**config.mk**
```make
export PLATFORM = sky130hd
export DESIGN_NAME = bram_burst_master
export DESIGN_NICKNAME = d
export VERILOG_FILES = /design/src/rtl/bram_burst_master.sv
export SDC_FILE = /design/constraint.sdc
export NUM_CORES = 1
export LEC_CHECK = 0
export ABC_AREA = 1
export CAP_MARGIN = 5
export CORE_MARGIN = 8
export CORE_UTILIZATION = 50
export CTS_CLUSTER_DIAMETER = 50
export DETAILED_ROUTE_END_ITERATION = 12
export PLACE_DENSITY_LB_ADDON = 0.05
export SYNTH_ARGS = -nofsm -noshare
export SYNTH_HDL_FRONTEND = slang
export SYNTH_SLANG_ARGS = --single-unit
```
**constraint.sdc**
```tcl
create_clock -name clk -period 3.9 [get_ports clk]
set_input_delay 0.78 -clock clk [delete_from_list [all_inputs] [get_ports clk]]
set_output_delay 0.78 -clock clk [all_outputs]
set_load 0.01 [all_outputs]
```
**src/rtl/bram_burst_master.sv**
```systemverilog
// bram_burst_master: burst initiator for a single-port BRAM (en/wren/addr/d_in/d_out).
// Ports: clk/rst; cmd_valid/cmd_ready/cmd_write/cmd_addr/cmd_len burst command;
//   wr_data/wr_valid/wr_ready write stream in; rd_data/rd_valid/rd_ready read stream out;
//   done pulse, busy; bram_en/bram_wren/bram_addr/bram_d_in (registered), bram_d_out.
// Optional: define BRAM_MASTER_STATS_EN to add stat_wr_words/stat_rd_words counters.
module bram_burst_master #(
  parameter int p_addr_bits    = 14,
  parameter int p_read_latency = 2,
  parameter int p_len_bits     = 8
) (
  input  logic                   clk,
  input  logic                   rst,
  input  logic                   cmd_valid,
  output logic                   cmd_ready,
  input  logic                   cmd_write,
  input  logic [p_addr_bits-1:0] cmd_addr,
  input  logic [p_len_bits-1:0]  cmd_len,
  input  logic [31:0]            wr_data,
  input  logic                   wr_valid,
  output logic                   wr_ready,
  output logic [31:0]            rd_data,
  output logic                   rd_valid,
  input  logic                   rd_ready,
  output logic                   done,
  output logic                   busy,
  output logic                   bram_en,
  output logic                   bram_wren,
  output logic [p_addr_bits-1:0] bram_addr,
  output logic [31:0]            bram_d_in,
  input  logic [31:0]            bram_d_out
`ifdef BRAM_MASTER_STATS_EN
  ,
  output logic [31:0]            stat_wr_words,
  output logic [31:0]            stat_rd_words
`endif
);

  localparam int L  = p_read_latency;
  localparam int D  = p_read_latency + 2;
  localparam int PW = $clog2(D);
  localparam int CW = $clog2(D + 1) + 1;
  localparam int RW = p_len_bits + 1;
  localparam int AW = p_addr_bits;

  typedef enum logic [1:0] {
    S_IDLE, S_WRITE, S_READ, S_DRAIN
  } state_t;

  state_t        state_q;
  logic [AW-1:0] addr_q;
  logic [RW-1:0] rem_q;
  logic          en_q;
  logic          wren_q;
  logic          wdone_q;
  logic [AW-1:0] baddr_q;
  logic [31:0]   bdin_q;
  logic [L-1:0]  sr_q;
  logic [L-1:0]  sr_d;
  logic [31:0]   fifo_q [D];
  logic [PW-1:0] head_q;
  logic [PW-1:0] tail_q;
  logic [CW-1:0] cnt_q;
  logic [CW-1:0] outst;
  logic [CW-1:0] occ;
  logic          rd_inflight;
  logic          rem_one;
  logic          wr_hs;
  logic          push;
  logic          pop;
  logic          issue;
  logic          rd_last;

  function automatic logic [PW-1:0] nxt(input logic [PW-1:0] p);
    return (p == PW'(D - 1)) ? '0 : p + PW'(1);
  endfunction

  // Reads in flight: the read on the BRAM pins now plus every tag
  // still travelling down the latency shift register.
  always_comb begin
    rd_inflight = en_q & ~wren_q;
    outst = CW'(rd_inflight);
    for (int i = 0; i < L; i++) begin
      outst = outst + CW'(sr_q[i]);
    end
    occ = outst + cnt_q;
  end

  assign sr_d      = L'({sr_q, rd_inflight});
  assign rem_one   = (rem_q == RW'(1));
  assign wr_ready  = (state_q == S_WRITE) && (rem_q != '0);
  assign wr_hs     = wr_valid && wr_ready;
  assign rd_valid  = (cnt_q != '0);
  assign rd_data   = rd_valid ? fifo_q[head_q] : '0;
  assign pop       = rd_valid && rd_ready;
  assign push      = sr_q[L-1];
  assign issue     = (state_q == S_READ) && (rem_q != '0)
                     && (occ < CW'(D));
  assign rd_last   = (state_q == S_DRAIN) && (outst == '0)
                     && (cnt_q == CW'(1)) && rd_ready;
  assign done      = wdone_q | rd_last;
  assign busy      = (state_q != S_IDLE);
  assign cmd_ready = (state_q == S_IDLE) && !rst;
  assign bram_en   = en_q;
  assign bram_wren = wren_q;
  assign bram_addr = baddr_q;
  assign bram_d_in = bdin_q;

  always_ff @(posedge clk or posedge rst) begin
    if (rst) begin
      state_q <= S_IDLE;
      addr_q  <= '0;
      rem_q   <= '0;
      en_q    <= 1'b0;
      wren_q  <= 1'b0;
      wdone_q <= 1'b0;
      baddr_q <= '0;
      bdin_q  <= '0;
    end else begin
      en_q    <= 1'b0;
      wren_q  <= 1'b0;
      wdone_q <= 1'b0;
      unique case (state_q)
        S_IDLE: begin
          if (cmd_valid) begin
            addr_q  <= cmd_addr;
            rem_q   <= {1'b0, cmd_len} + RW'(1);
            state_q <= cmd_write ? S_WRITE : S_READ;
          end
        end
        S_WRITE: begin
          if (wr_hs) begin
            en_q    <= 1'b1;
            wren_q  <= 1'b1;
            baddr_q <= addr_q;
            bdin_q  <= wr_data;
            addr_q  <= addr_q + AW'(1);
            rem_q   <= rem_q - RW'(1);
            wdone_q <= rem_one;
          end else if (rem_q == '0) begin
            // final write is on the pins this cycle
            state_q <= S_IDLE;
          end
        end
        S_READ: begin
          if (issue) begin
            en_q    <= 1'b1;
            baddr_q <= addr_q;
            addr_q  <= addr_q + AW'(1);
            rem_q   <= rem_q - RW'(1);
            if (rem_one) state_q <= S_DRAIN;
          end
        end
        S_DRAIN: begin
          if (rd_last) state_q <= S_IDLE;
        end
        default: state_q <= S_IDLE;
      endcase
    end
  end

  always_ff @(posedge clk or posedge rst) begin
    if (rst) begin
      sr_q   <= '0;
      head_q <= '0;
      tail_q <= '0;
      cnt_q  <= '0;
    end else begin
      sr_q <= sr_d;
      if (push) tail_q <= nxt(tail_q);
      if (pop)  head_q <= nxt(head_q);
      case ({push, pop})
        2'b10:   cnt_q <= cnt_q + CW'(1);
        2'b01:   cnt_q <= cnt_q - CW'(1);
        default: cnt_q <= cnt_q;
      endcase
    end
  end

  always_ff @(posedge clk) begin
    if (push) fifo_q[tail_q] <= bram_d_out;
  end

  // Issue throttling must keep the return FIFO from ever overflowing.
  always @(posedge clk) begin
    if (!rst) assert (!(push && !pop && cnt_q == CW'(D)));
  end

`ifdef BRAM_MASTER_STATS_EN
  logic [31:0] stat_wr_q;
  logic [31:0] stat_rd_q;

  always_ff @(posedge clk or posedge rst) begin
    if (rst) begin
      stat_wr_q <= '0;
      stat_rd_q <= '0;
    end else begin
      if (wr_hs) stat_wr_q <= stat_wr_q + 32'd1;
      if (pop)   stat_rd_q <= stat_rd_q + 32'd1;
    end
  end

  assign stat_wr_words = stat_wr_q;
  assign stat_rd_words = stat_rd_q;
`endif

endmodule

```
==> out/metrics.cfg, run 1 <==
[status]
outcome=finished clean

[worst_setup_path]
path_depth=7
worstReg2RegStart=sr_q[1]
critPathMaxFanout=22
cp-end-kind=output pin
start_kind=register
crit_top_cell=inv_1
crit_end=rd_data[29]
worst-r2r-setup-slack_ns=1.25
cp-startpoint=cnt_q[0]
arrival_ns=2.85
crit_buf_inv=4
crit_chain=inv_1 -> ha_1 -> nand2_1 -> inv_1 -> buf_4 -> a21oi_1 -> clkdlybuf4s50_1
worstPathRequired_ns=3.12
crit_type=register to output pin
r2r_cells=12
crit_family=buffers and inverters
worstReg2RegEnd=addr_q[8]
slowest_delay_ns=0.67
cpMaxStageDelayCell=inv_1

[clock_network]
numCtsBuffers=25
clk_latency_ns=0.52
cts_root_buf=clkbuf_16
cts_resized=0
clkTransAtPathRegs_ns=0.06
clockBufferDepth=3
cts_tree=done
htreeDepth=1
cts.sinks=212
holdBufCountCts=0
cts_setup_buffers=0

[floorplanning]
placementRows=50
initial_utilization=0.5095
ios=177
die_h_um=154.1
dieArea_um2=23730
die_x_um=154.1
core_area_um2=18710

[logic_synthesis]
syn-cell-area_um2=9530
synth-seq-area-share=0.6239
synth_area_leaders=edfxtp_1 (40%), dfrtp_1 (22%), nand2_1 (12%)
yosysTopAreaCellShare=0.4033
synth_cells=1004
syn_nets=1117
synth.yosys.warnings=0
ys_seq_elements=212
synth_cell_types=34
syn_avg_cell_area_um2=9.492
synth_top_area_cell=edfxtp_1

[placement]
io_buffers=176
globalplace.congestion=0.8459
preCtsSetupSlack_ns=0.7387
dp_hpwl_mm=14.77
place_area_um2=11500
dpl.cell_count=1383

[sta]
hold_violations=0
fmax_ghz=0.2752
tns_ns=0
tightest_slew_ns=0.9007
setup_viol_count_final=0
slew_headroom=0.3989
min_period_ns=3.633
post-route-period-util=0.9316
clock-skew-final_ns=0.02497
rsz0062_at_grt=no
fin_ws_ns=0.2666
fin_hold_ws_ns=0.3733
final_max_slew_viol_count=0

[pwr]
swShare=0.3734
power_frac_comb=0.428
internal_power_mw=6.072
irDropWorstVdd_v=0.0004747
p_sw_mw=3.619
powerDensity_nw_per_um2=786.6
clkPwrFrac=0.238
p_leak_nw=5.222
power_mw=9.691
seq_power_share=0.334

[finish]
area_growth_pct=29.26
fin_util=0.6586
antenna_cells=0
fin_cells=1429
final_common_cell=nand2_1
multiInputGateArea_um2=3181
fill_cells=1516
final_area_um2=12320
drive_gt1_frac=0.05858
nets=1289
regArea_um2=5947
layout_common_cells=nand2_1 (304), clkdlybuf4s50_1 (176), nor2_1 (160), edfxtp_1 (128), o21ai_0 (87)

[route]
drtAntennaViolNets=0
wl_per_cell_um=15.71
postRouteWirelength_mm=22.44
drtIter0Drc=449
remaining_drc_errors=0
vias_per_cell=5.002
num_vias=7148
firstDrtPassIters=5

[grt]
grt_pass1_vias=7110
met2_usage=0.3353
grtUsageTotal=0.1900
grt_util_met3=0.04008
grt_overflow=0
grt_use_met1=0.2318
antenna_found_initial=1
grt_pass1_wl_mm=36.73
grt_busiest_layer=met2
grt_max_degree=67

[flow_run]
cap_violations=0

[worst_hold_path]
hold_class=register to register

[registers in the layout, summed over array words and instances (netlist names)]
| signal | cells |
|---|---|
| fifo_q | 128 |
| bram_d_in | 32 |
| addr_q | 14 |
| bram_addr | 14 |
| rem_q | 9 |
| cnt_q | 4 |
| head_q | 2 |
| sr_q | 2 |
| state_q | 2 |
| tail_q | 2 |
| bram_en | 1 |
| bram_wren | 1 |
| wdone_q | 1 |
[cells by family after synthesis]
family / synth area share
compound gates: 0.07116
xor+xnor: 0.007352
fa+ha+maj: 0.02836
buf+inv: 0.04241
flops: 0.6239
simple gates: 0.2269
[worst min-delay path by stage]
stage,start,endpoint,slack [ns],cells past startpoint
floorplan,sr_q[0],sr_q[1],0.35,0
global placement,sr_q[0],sr_q[1],0.36,0
detailed placement,sr_q[0],sr_q[1],0.37,0
CTS,sr_q[0],sr_q[1],0.38,0
global route,sr_q[0],sr_q[1],0.39,0
finish,sr_q[0],sr_q[1],0.37,0
[final cells by class]
class | instances | share of cell area
clock buffer | 29 | 0.05200
clock inverter | 17 | 0.01483
inverter | 54 | 0.01655
multi-input combinational | 694 | 0.2582
sequential | 212 | 0.4827
tap | 234 | 0.02377
timing repair buffer | 189 | 0.1519
[per-layer routing]
metal | wire, um | vias to the layer above
met5 | 13 | -
met4 | 413 | 2
met3 | 1288 | 31
met2 | 11150 | 178
met1 | 9581 | 3294
li1 | - | 3643
[synthesized netlist by cell type, drive strengths merged]
cell and count:
ha 20, o31ai 1, xor2 3, o21ai 87, nor2 165, nor4 1
o22ai 1, fa 1, nand2 310, or2 1, nand3 48, xnor2 5
edfxtp 128, a21oi 39, clkinv 1, a21boi 1, nand3b 1, o21bai 2
buf 17, nor3 1, clkbuf 27, inv 53, nand4 7, dfrtp 84
[worst reg2reg max path: cells and delay by family (launching register included)]
family,cells,cell delay [ns]
compound gates,1,0.11
flops,1,0.45
fa+ha+maj,2,0.65
buf+inv,2,0.20
simple gates,7,1.16
[power groups by stage]
stage	combinational, mW	sequential [mW]	clock (mW)
floorplan	2.44	3.30	0
global placement	4.16	3.27	0
detailed placement	4.22	3.27	0
CTS	4.24	3.24	2.35
global route	4.69	3.31	2.44
finish	4.15	3.24	2.30
No activity file was read; power rests on OpenSTA's default activity.
==> inputs of run 2 (changes only) <==
==> constraint.sdc (replaced) <==
create_clock -name clk -period 3.9 [get_ports clk]
set_input_delay 0.975 -clock clk [delete_from_list [all_inputs] [get_ports clk]]
set_output_delay 0.975 -clock clk [all_outputs]
set_load 0.01 [all_outputs]
==> run 2 against run 1 <==
Clock power barely moved. Largest cell class unchanged. Critical path depth did not move. Critical path type unchanged. Critical endpoint is now done. Power rose by 0.12%. Largest power group unchanged. Via count rose by 1.6%.
==> out/metrics.cfg, run 2 (synthesis gave the netlist of run 1 again) <==
[placement]
io_buffers=176
dp_hpwl_mm=15.03
globalplace.congestion=0.8490
preCtsSetupSlack_ns=0.8134

[route]
firstDrtPassIters=4
remaining_drc_errors=0
vias_per_cell=5.066
num_vias=7259
dr_wl_met3_mm=1.544
route.layer.met1.wl_mm=9.632
drtIter0Drc=420
wl_per_cell_um=16.02
wl_met2_mm=11.37
top_layer_used=met5
postRouteWirelength_mm=22.96
drtAntennaViolNets=0

[sta]
tightest_slew_ns=0.8507
rsz0062_at_grt=no
fin_hold_ws_ns=0.3800
slew_headroom=0.4320
final_max_slew_viol_count=0
setup_viol_count_final=0
min_period_ns=3.505
post-route-period-util=0.8987
fmax_ghz=0.2853
clock-skew-final_ns=0.01006
fin_ws_ns=0.3950
tns_ns=0
hold_violations=0

[grt]
grt_overflow=0
grt_pass1_vias=7432
grt_pass1_wl_mm=37.39
antenna_found_initial=1
grtUsageTotal=0.1921
grt_max_degree=67

[worst_setup_path]
cpMaxStageDelayCell=fa_1
arrival_ns=2.53
critPathMaxFanout=8
crit_top_cell=nand2_1
start_kind=register
crit_chain=inv_1 -> fa_1 -> nand3_1 -> nor2_1 -> nand2_1 -> nand2_1 -> clkdlybuf4s50_1
cp-end-kind=output pin
worstPathRequired_ns=2.92
slowest_delay_ns=0.56
crit_type=register to output pin

[pwr]
power_mw=9.702
p_leak_nw=5.237
powerDensity_nw_per_um2=785.8
irDropWorstVdd_v=0.0003933

[clock_network]
cts_tree=done
clkTransAtPathRegs_ns=0.05
htreeDepth=1
cts_root_buf=clkbuf_16
clockBufferDepth=3
holdBufCountCts=0
cts.sinks=212
cts_resized=0
cts_setup_buffers=0
clk_latency_ns=0.51
numCtsBuffers=26

[floorplanning]
placementRows=50
initial_utilization=0.5095
core_area_um2=18710
dieArea_um2=23730
die_h_um=154.1
die_x_um=154.1
ios=177

[finish]
area_growth_pct=29.55
drive_gt1_frac=0.06005
fin_util=0.6601
antenna_cells=0
layout_common_cells=nand2_1 (304), clkdlybuf4s50_1 (176), nor2_1 (160), edfxtp_1 (128), o21ai_0 (87)
final_common_cell=nand2_1
nets=1292
top_register=fifo_q
largest_reg_flops=128

[flow_run]
cap_violations=0

[worst_hold_path]
hold_class=register to register

[status]
outcome=finished clean

==> run 2: critical path: cells and delay by family (launching register included) <==
| kind | cells | cell delay (ns) |
|---|---|---|
| DFF | 1 | 0.47 |
| and+or+nand+nor | 4 | 0.34 |
| adders and majority gates | 1 | 0.56 |
| buffers and inverters | 2 | 0.67 |
==> run 2: layer usage <==
| layer | track usage | up-vias |
|---|---|---|
| li1 | - | 3645 |
| met1 | 0.2277 | 3382 |
| met2 | 0.3395 | 195 |
| met3 | 0.04652 | 35 |
| met4 | 0.05693 | 2 |
| met5 | 0 | - |
==> run 2: metrics by stage <==
stage | instance area, um2 | std cells
4_1_cts | 12350 | 1433
3_5_place_dp | 11520 | 1385
6_report | 12350 | 1433
3_3_place_gp | 11520 | 1385
2_1_floorplan | 9530 | 1004
5_1_grt | 12350 | 1433
==> run 2: final timing paths <==
kind	startpoint	endpoint	slack, ns	cells past startpoint
min	sr_q[0]	sr_q[1]	0.38	0
max in group asynchronous	rst	head_q[0]	2.33	3
min in group asynchronous	rst	rem_q[1]	0.88	2
max	sr_q[1]	done	0.40	7
max reg2reg	sr_q[1]	state_q[0]	1.18	13
min reg2reg	sr_q[0]	sr_q[1]	0.38	0
==> run 2: cell type report <==
type / instances / area [um2]
fill: 1506 / 6359
sequential: 212 / 5947
multi-input combinational: 694 / 3181
timing repair buffer: 191 / 1899
clock buffer: 37 / 733.2
tap: 234 / 292.8
inverter: 54 / 203.9
clock inverter: 11 / 90.09
==> run 2: power by group <==
| part | switching (mW) | internal [mW] | total [mW] |
|---|---|---|---|
| sequential | 0.386 | 2.88 | 3.26 |
| combinational | 2.34 | 1.82 | 4.17 |
| clock | 0.895 | 1.38 | 2.27 |
